==> src/rtl/pipe_muldiv_ctrl_pkg.sv <==
// ---------------------------------------------------------------------------
// pipe_muldiv_ctrl_pkg
//   Shared definitions for the iterative multiply/divide sequencer:
//     - md_op encodings (MD_MULTU / MD_DIVU / MD_MULT / MD_DIV)
//     - sequencer FSM state codes (S_IDLE / S_RUN / S_FIN), 2 bits
//     - small helpers that classify an md_op value
// ---------------------------------------------------------------------------
package pipe_muldiv_ctrl_pkg;

  localparam logic [1:0] MD_MULTU = 2'b00;
  localparam logic [1:0] MD_DIVU  = 2'b01;
  localparam logic [1:0] MD_MULT  = 2'b10;
  localparam logic [1:0] MD_DIV   = 2'b11;

  typedef enum logic [1:0] {
    S_IDLE = 2'b00,
    S_RUN  = 2'b01,
    S_FIN  = 2'b10
  } md_state_t;

  function automatic logic op_is_div(input logic [1:0] op);
    return (op == MD_DIVU) || (op == MD_DIV);
  endfunction

  function automatic logic op_is_signed(input logic [1:0] op);
    return (op == MD_MULT) || (op == MD_DIV);
  endfunction

endpackage

==> src/rtl/pipe_muldiv_ctrl_step.sv <==
// ---------------------------------------------------------------------------
// muldiv_step
//   One combinational iteration of the multiply/divide loop.
//   The 2*WIDTH accumulator is {upper, lower}:
//     multiply : upper = partial product, lower = remaining multiplier bits
//     divide   : upper = partial remainder, lower = dividend bits / quotient
//   Ports:
//     acc_i    in  2*WIDTH  current accumulator
//     opnd_i   in  WIDTH    multiplicand (mult) or divisor (div)
//     is_div_i in  1        1 = restoring divide step, 0 = shift-add step
//     acc_o    out 2*WIDTH  accumulator after this iteration
// ---------------------------------------------------------------------------
module muldiv_step #(
  parameter int WIDTH = 32
) (
  input  logic [2*WIDTH-1:0] acc_i,
  input  logic [WIDTH-1:0]   opnd_i,
  input  logic               is_div_i,
  output logic [2*WIDTH-1:0] acc_o
);

  logic [WIDTH:0] add_sum;
  logic [WIDTH:0] trial;

  always_comb begin
    // Multiply: add the multiplicand into the upper half when the current
    // multiplier bit is set; the carry is kept by shifting it back in.
    add_sum = {1'b0, acc_i[2*WIDTH-1:WIDTH]} + {1'b0, opnd_i};
    // Divide: the remainder shifted left by one needs WIDTH+1 bits, and a
    // set top bit of the difference means the trial subtraction borrowed.
    trial   = acc_i[2*WIDTH-1:WIDTH-1] - {1'b0, opnd_i};
    acc_o   = acc_i;
    if (is_div_i) begin
      if (!trial[WIDTH]) begin
        acc_o = {trial[WIDTH-1:0], acc_i[WIDTH-2:0], 1'b1};
      end else begin
        acc_o = {acc_i[2*WIDTH-2:0], 1'b0};
      end
    end else begin
      if (acc_i[0]) begin
        acc_o = {add_sum, acc_i[WIDTH-1:1]};
      end else begin
        acc_o = {1'b0, acc_i[2*WIDTH-1:1]};
      end
    end
  end

endmodule

==> src/rtl/pipe_muldiv_ctrl.sv <==
// ---------------------------------------------------------------------------
// pipe_muldiv_ctrl
//   Sequencer for an iterative multiply/divide unit that sits beside the EXE
//   stage and owns the HI/LO registers. A start in IDLE latches the operands,
//   runs WIDTH shift-add / restoring-divide steps, then writes HI/LO in FIN.
//   Divide by zero skips the loop: hi = dividend, lo = all ones, no trap.
//
//   Optional feature macro: PIPE_MULDIV_SIGNED_EN
//     defined   : md_op[1]=1 selects signed ops (magnitudes in, sign fix-up
//                 in FIN, remainder takes the dividend's sign)
//     undefined : every op is unsigned, no fix-up logic is built
//
//   Ports:
//     clock     in   1      rising-edge clock
//     resetn    in   1      synchronous active-low reset
//     md_start  in   1      ID holds a mult/div op
//     md_op     in   2      00 multu, 01 divu, 10 mult, 11 div
//     md_a      in   WIDTH  rs value (also mthi/mtlo data)
//     md_b      in   WIDTH  rt value
//     hilo_rd   in   1      ID holds mfhi/mflo
//     hi_we     in   1      ID holds mthi
//     lo_we     in   1      ID holds mtlo
//     md_wpcir  out  1      0 = stall PC and IF/ID
//     md_busy   out  1      sequencer not idle
//     md_done   out  1      one-cycle pulse when HI/LO take a result
//     hi, lo    out  WIDTH  HI / LO registers
//   CNT_W must satisfy 2**CNT_W > WIDTH.
// ---------------------------------------------------------------------------
module pipe_muldiv_ctrl
  import pipe_muldiv_ctrl_pkg::*;
#(
  parameter int WIDTH = 32,
  parameter int CNT_W = 6
) (
  input  logic             clock,
  input  logic             resetn,
  input  logic             md_start,
  input  logic [1:0]       md_op,
  input  logic [WIDTH-1:0] md_a,
  input  logic [WIDTH-1:0] md_b,
  input  logic             hilo_rd,
  input  logic             hi_we,
  input  logic             lo_we,
  output logic             md_wpcir,
  output logic             md_busy,
  output logic             md_done,
  output logic [WIDTH-1:0] hi,
  output logic [WIDTH-1:0] lo
);

  md_state_t          state_q, state_d;
  logic [CNT_W-1:0]   count_q, count_d;
  logic [2*WIDTH-1:0] acc_q, acc_d;
  logic [WIDTH-1:0]   opnd_q, opnd_d;
  logic               is_div_q, is_div_d;
  logic               fin_wait_q, fin_wait_d;
  logic [WIDTH-1:0]   hi_q, hi_d;
  logic [WIDTH-1:0]   lo_q, lo_d;
  logic               done_q, done_d;
  logic               busy_q, busy_d;

  logic [2*WIDTH-1:0] step_acc;
  logic [2*WIDTH-1:0] result;
  logic [WIDTH-1:0]   a_mag;
  logic [WIDTH-1:0]   b_mag;
  logic               start_div0;

`ifdef PIPE_MULDIV_SIGNED_EN
  logic neg_res_q, neg_res_d;
  logic neg_rem_q, neg_rem_d;
  logic op_signed;

  assign op_signed = op_is_signed(md_op);
  assign a_mag     = (op_signed && md_a[WIDTH-1]) ? (~md_a + 1'b1) : md_a;
  assign b_mag     = (op_signed && md_b[WIDTH-1]) ? (~md_b + 1'b1) : md_b;

  // Sign fix-up on the unsigned magnitude result.
  always_comb begin
    result = acc_q;
    if (is_div_q) begin
      if (neg_res_q) result[WIDTH-1:0]       = ~acc_q[WIDTH-1:0] + 1'b1;
      if (neg_rem_q) result[2*WIDTH-1:WIDTH] = ~acc_q[2*WIDTH-1:WIDTH] + 1'b1;
    end else if (neg_res_q) begin
      result = ~acc_q + 1'b1;
    end
  end
`else
  assign a_mag  = md_a;
  assign b_mag  = md_b;
  assign result = acc_q;
`endif

  assign start_div0 = op_is_div(md_op) && (md_b == '0);

  muldiv_step #(
    .WIDTH (WIDTH)
  ) u_step (
    .acc_i    (acc_q),
    .opnd_i   (opnd_q),
    .is_div_i (is_div_q),
    .acc_o    (step_acc)
  );

  always_comb begin
    state_d    = state_q;
    count_d    = count_q;
    acc_d      = acc_q;
    opnd_d     = opnd_q;
    is_div_d   = is_div_q;
    fin_wait_d = fin_wait_q;
    hi_d       = hi_q;
    lo_d       = lo_q;
    done_d     = 1'b0;
`ifdef PIPE_MULDIV_SIGNED_EN
    neg_res_d  = neg_res_q;
    neg_rem_d  = neg_rem_q;
`endif
    unique case (state_q)
      S_IDLE: begin
        if (md_start) begin
          // A start wins over a same-cycle move-to.
          is_div_d = op_is_div(md_op);
          count_d  = '0;
          opnd_d   = b_mag;
          if (start_div0) begin
            // Result is preloaded; the extra FIN cycle keeps the write two
            // edges after acceptance.
            acc_d      = {md_a, {WIDTH{1'b1}}};
            fin_wait_d = 1'b1;
            state_d    = S_FIN;
`ifdef PIPE_MULDIV_SIGNED_EN
            neg_res_d  = 1'b0;
            neg_rem_d  = 1'b0;
`endif
          end else begin
            acc_d      = {{WIDTH{1'b0}}, a_mag};
            fin_wait_d = 1'b0;
            state_d    = S_RUN;
`ifdef PIPE_MULDIV_SIGNED_EN
            neg_res_d  = op_signed && (md_a[WIDTH-1] ^ md_b[WIDTH-1]);
            neg_rem_d  = op_signed && md_a[WIDTH-1];
`endif
          end
        end else begin
          if (hi_we) hi_d = md_a;
          if (lo_we) lo_d = md_a;
        end
      end
      S_RUN: begin
        acc_d   = step_acc;
        count_d = count_q + CNT_W'(1);
        if (count_q == CNT_W'(WIDTH - 1)) state_d = S_FIN;
      end
      S_FIN: begin
        if (fin_wait_q) begin
          fin_wait_d = 1'b0;
        end else begin
          hi_d    = result[2*WIDTH-1:WIDTH];
          lo_d    = result[WIDTH-1:0];
          done_d  = 1'b1;
          count_d = '0;
          state_d = S_IDLE;
        end
      end
      default: begin
        state_d = S_IDLE;
      end
    endcase
    busy_d = (state_d != S_IDLE);
  end

  always_ff @(posedge clock) begin
    if (!resetn) begin
      state_q    <= S_IDLE;
      count_q    <= '0;
      acc_q      <= '0;
      opnd_q     <= '0;
      is_div_q   <= 1'b0;
      fin_wait_q <= 1'b0;
      hi_q       <= '0;
      lo_q       <= '0;
      done_q     <= 1'b0;
      busy_q     <= 1'b0;
`ifdef PIPE_MULDIV_SIGNED_EN
      neg_res_q  <= 1'b0;
      neg_rem_q  <= 1'b0;
`endif
    end else begin
      state_q    <= state_d;
      count_q    <= count_d;
      acc_q      <= acc_d;
      opnd_q     <= opnd_d;
      is_div_q   <= is_div_d;
      fin_wait_q <= fin_wait_d;
      hi_q       <= hi_d;
      lo_q       <= lo_d;
      done_q     <= done_d;
      busy_q     <= busy_d;
`ifdef PIPE_MULDIV_SIGNED_EN
      neg_res_q  <= neg_res_d;
      neg_rem_q  <= neg_rem_d;
`endif
    end
  end

  // ID re-presents any HI/LO user or second op until the sequencer is idle.
  assign md_wpcir = ~(busy_q & (md_start | hilo_rd | hi_we | lo_we));
  assign md_busy  = busy_q;
  assign md_done  = done_q;
  assign hi       = hi_q;
  assign lo       = lo_q;

endmodule

==> config.mk <==
export PLATFORM = sky130hd
export DESIGN_NAME = pipe_muldiv_ctrl
export DESIGN_NICKNAME = d
export VERILOG_FILES = /design/src/rtl/pipe_muldiv_ctrl_pkg.sv /design/src/rtl/pipe_muldiv_ctrl_step.sv /design/src/rtl/pipe_muldiv_ctrl.sv
export SDC_FILE = /design/constraint.sdc
export NUM_CORES = 1
export LEC_CHECK = 0
export ABC_AREA = 1
export ABC_CLOCK_PERIOD_IN_PS = 5500
export CORE_UTILIZATION = 45
export CTS_CLUSTER_DIAMETER = 50
export DETAILED_ROUTE_END_ITERATION = 10
export GPL_TIMING_DRIVEN = 0
export PLACE_DENSITY = 0.66
export REMOVE_ABC_BUFFERS = 1
export SKIP_LAST_GASP = 1
export SLEW_MARGIN = 20
export SYNTH_ARGS = -nofsm -noshare
export SYNTH_HDL_FRONTEND = slang
export SYNTH_SLANG_ARGS = --single-unit
==> constraint.sdc <==
create_clock -name clock -period 5.5 [get_ports clock]
set_input_delay 1.1 -clock clock [delete_from_list [all_inputs] [get_ports clock]]
set_output_delay 1.1 -clock clock [all_outputs]
set_load 0.1 [all_outputs]
==> results by group <==
Clock network
  • Hold-fix buffers, CTS: 0
  • Clock Tree Buf Depth: 2
  • Clk_lat worst skew: 0.47 ns
  • Clock root cell: clkbuf_16
  • Postcts setup bufs: 0
  • Clock sinks: 172
  • H-tree Lvls: 4
  • CTS Buf Count: 17
  • Post-CTS sizing: 0
  • Clock Pin Slew Worst Setup and Hold Paths: 0.07 ns
  • TritonCTS clock tree: built

Pwr
  • P_sw: 2032 uW
  • Clock share of power: 27.1%
  • Comb power frac: 40.0%
  • Seq pwr share: 32.9%
  • Total power draw: 4520 uW
  • Worst VDD drop: 218.2 uV
  • Static leakage: 0.007394 uW
  • Cell-internal power: 2488 uW
  • Switching share of power: 44.96%
  • Power Density: 289.4 mW/mm^2

Setup path
  • Worst R2R Setup Slack: 1.82 ns
  • CP max FO: 3
  • CP max-delay cell: clkdlybuf4s50_1
  • WP data arrival: 3.15 ns
  • CP Cell Sequence: clkdlybuf4s50_1 > o41ai_1 > clkdlybuf4s50_1
  • Largest delay share family, worst path: buffers and inverters
  • R2r worst-path depth: 9
  • Most frequent CP cell: clkdlybuf4s50_1
  • Startpoint Class: input port
  • Max incr delay on CP: 1.19 ns
  • CP endpoint: md_wpcir
  • Cell count along the critical path: 3
  • Critical path buffers and inverters: 2
  • R2r startpoint: state_q[1]
  • Crit path required time: 4.40 ns
  • Origin of the worst setup path: md_start
  • Setup CP Type: input port to primary output
  • Critical path capture point type: primary output
  • Worst R2R End: acc_q[56]

GRT
  • Maximum number of pins on one net before global-route repair: 87
  • First-pass GRT wire length: 74.95 mm
  • M1 GR Usage: 46.05%
  • Initial antenna violation count: 0
  • GRT met2 Usage: 48.06%
  • GR Util All Layers: 31.68%
  • Global-route layer with the greatest usage: met2
  • Total congestion overflow: 0
  • Met3 track demand over resource: 5.440%
  • Vias in the first global route: 13,590

Synthesis
  • Post-synthesis average cell area: 5.895 um^2
  • Async S/R FF share, synth: 0%
  • Ys flop type: dfxtp_1
  • Synth Register Bits: 172
  • Netlist cell types: 47
  • Seq/Total Area, Yosys: 25.69%
  • Synth top area share: 25.69%
  • Ranking of synthesized cells by area: dfxtp_1 26%, nand2_1 19%, inv_1 9.7%, o21ai_0 8.0%, a21oi_1 6.9%
  • Yosys warns: 0
  • Mapped Area: 0.01341 mm^2
  • Cell taking the most area after synthesis: dfxtp_1
  • Post-synth EDFFs: 0
  • Mapped Cells: 2,274

Routing
  • Vias/cell: 5.450
  • Initial DRC Count: 1,436
  • DRC Markers: 0
  • WL per Instance: 17.52 um
  • Routed WL: 47.88 mm
  • DRT Pass-1 Iters: 8
  • Final ANT Viol Nets: 0
  • Vias post-DR: 14,900

Placed design
  • Port Buffers: 137
  • Post-placement cell count: 2,701
  • Place WS: 0.9696 ns
  • Hpwl dp: 36.81 mm
  • Area after DPL: 0.01504 mm^2
  • Final Wtd Congestion: 0.9699

Timing
  • Final worst slack: 1.250 ns
  • Fin. Hold Viols: 0
  • Worst rel slew slack: 21.24%
  • Fin. max-slew vios: 0
  • Unrepaired setup endpoints after global routing: false
  • Fmax: 235.3 MHz
  • Slew @ Worst Pin: 1.179 ns
  • Final setup viols: 0
  • Final Skew: 0.01909 ns
  • Period utilization: 77.28%
  • Fin crit period: 4.250 ns

Flow run
  • Max cap viols: 0

Die
  • Die X: 174.6 um
  • Die Y: 174.6 um
  • Core ar.: 0.02901 mm^2
  • Row cnt: 62
  • Die ar.: 0.03048 mm^2
  • Starting density of the core: 46.20%
  • IO Count: 139

Min path
  • Worst Hold Class: flop to flop

Layout
  • Layout cells sized above 1: 3.704%
  • Final #Nets: 2,475
  • Layout Cells excl Fill: 2,733
  • # diodes: 0
  • Area Overhead vs Synth: 16.51%
  • # fillers: 3,075
  • Cell area after layout: 0.01562 mm^2

Status
  • Status: finished clean
## cells by family after synthesis
kind of cell,count (synthesis),share of synthesized area (%)
and+or+nand+nor,1017,31.13
adders and majority gates,67,6.366
xor gates and xnor gates,32,2.091
AOI/OAI and AO/OA,532,21.66
buffers and inverters,454,13.07
DFF,172,25.69
## layout by cell type (no fill, tap or decap), types with 3 or more instances in the layout
cell type and n:
nand2_1 664, inv_1 340, o21ai_0 215, a21oi_1 186
dfxtp_1 170, nor2_1 160, clkdlybuf4s50_1 136, nand3_1 127
a31oi_1 84, ha_1 65, xor2_1 30, o211ai_1 18
clkbuf_16 17, nand4_1 15, nor3_1 15, o21bai_1 12
inv_2 9, a21oi_2 8, nand2_2 6, and2_1 5
buf_12 5, nand2_4 4, nor4_1 4, clkinv_4 4
nor2_4 3, nor2_2 3, or2_2 3, clkinv_8 3
inv_8 3, buf_16 3
## area by class of cell
| type | count | area [um^2] | share of cell area (%) |
|---|---|---|---|
| multi-input cells | 1648 | 8233 | 52.71 |
| flip-flops and latches | 172 | 3448 | 22.08 |
| repair buffers | 145 | 1551 | 9.934 |
| inverters | 352 | 1326 | 8.492 |
| well taps | 384 | 480.5 | 3.076 |
| clock buffers | 18 | 429.2 | 2.748 |
| clock inverters | 14 | 150.1 | 0.9613 |
## worst min-delay path, stage by stage (launching register included)
cell and delay, ns:
dfxtp_1 0.32, nand2_1 0.07, a21oi_1 0.05
## cell usage after synthesis, drive strengths merged (6+ instances only)
cell      n
clkbuf   79
o21ai   215
a31oi    84
nand2   675
ha       65
o211ai   18
and2      6
a21oi   194
inv     350
nand3   128
nor2    166
buf      23
xor2     30
dfxtp   172
o21bai   12
nand4    15
nor3     17
## registers in the layout, indices dropped and copies added, names as in the netlist
register    count
state_q         2
hi             32
opnd_q         32
is_div_q        1
fin_wait_q      1
count_q         6
lo             32
acc_q          64
md_done         1
md_busy         1
## stage by stage
stage	util [%]	hold slack [ns]	TNS, ns
floorplan	-	0.4506	0
global placement	51.10	0.4671	-250.42
detailed placement	51.84	0.4795	0
CTS	53.83	0.4915	0
global route	53.83	0.5248	0
finish	53.83	0.4905	0
## worst min path at each step
stage,startpoint,end,cells past startpoint
2_1_floorplan,opnd_q[10],opnd_q[10],2
3_3_place_gp,opnd_q[14],opnd_q[14],2
3_5_place_dp,opnd_q[14],opnd_q[14],2
4_1_cts,opnd_q[14],opnd_q[14],2
5_1_grt,count_q[1],count_q[1],2
6_report,count_q[1],count_q[1],2
## power groups by stage
stage / Clock, uW / Sequential, uW / Combinational [uW]
6_report: 1220 / 1490 / 1810
5_1_grt: 1290 / 1500 / 1980
4_1_cts: 1240 / 1480 / 1780
3_5_place_dp: 0 / 1510 / 1780
3_3_place_gp: 0 / 1520 / 1740
2_1_floorplan: 0 / 1750 / 957
## layer usage
metal,part of all wire [%],up-vias
met5,0,-
met4,1.9,0
met3,6.8,37
met2,42,530
met1,49,6841
li1,-,7487
(Power assumes the default switching activity.)
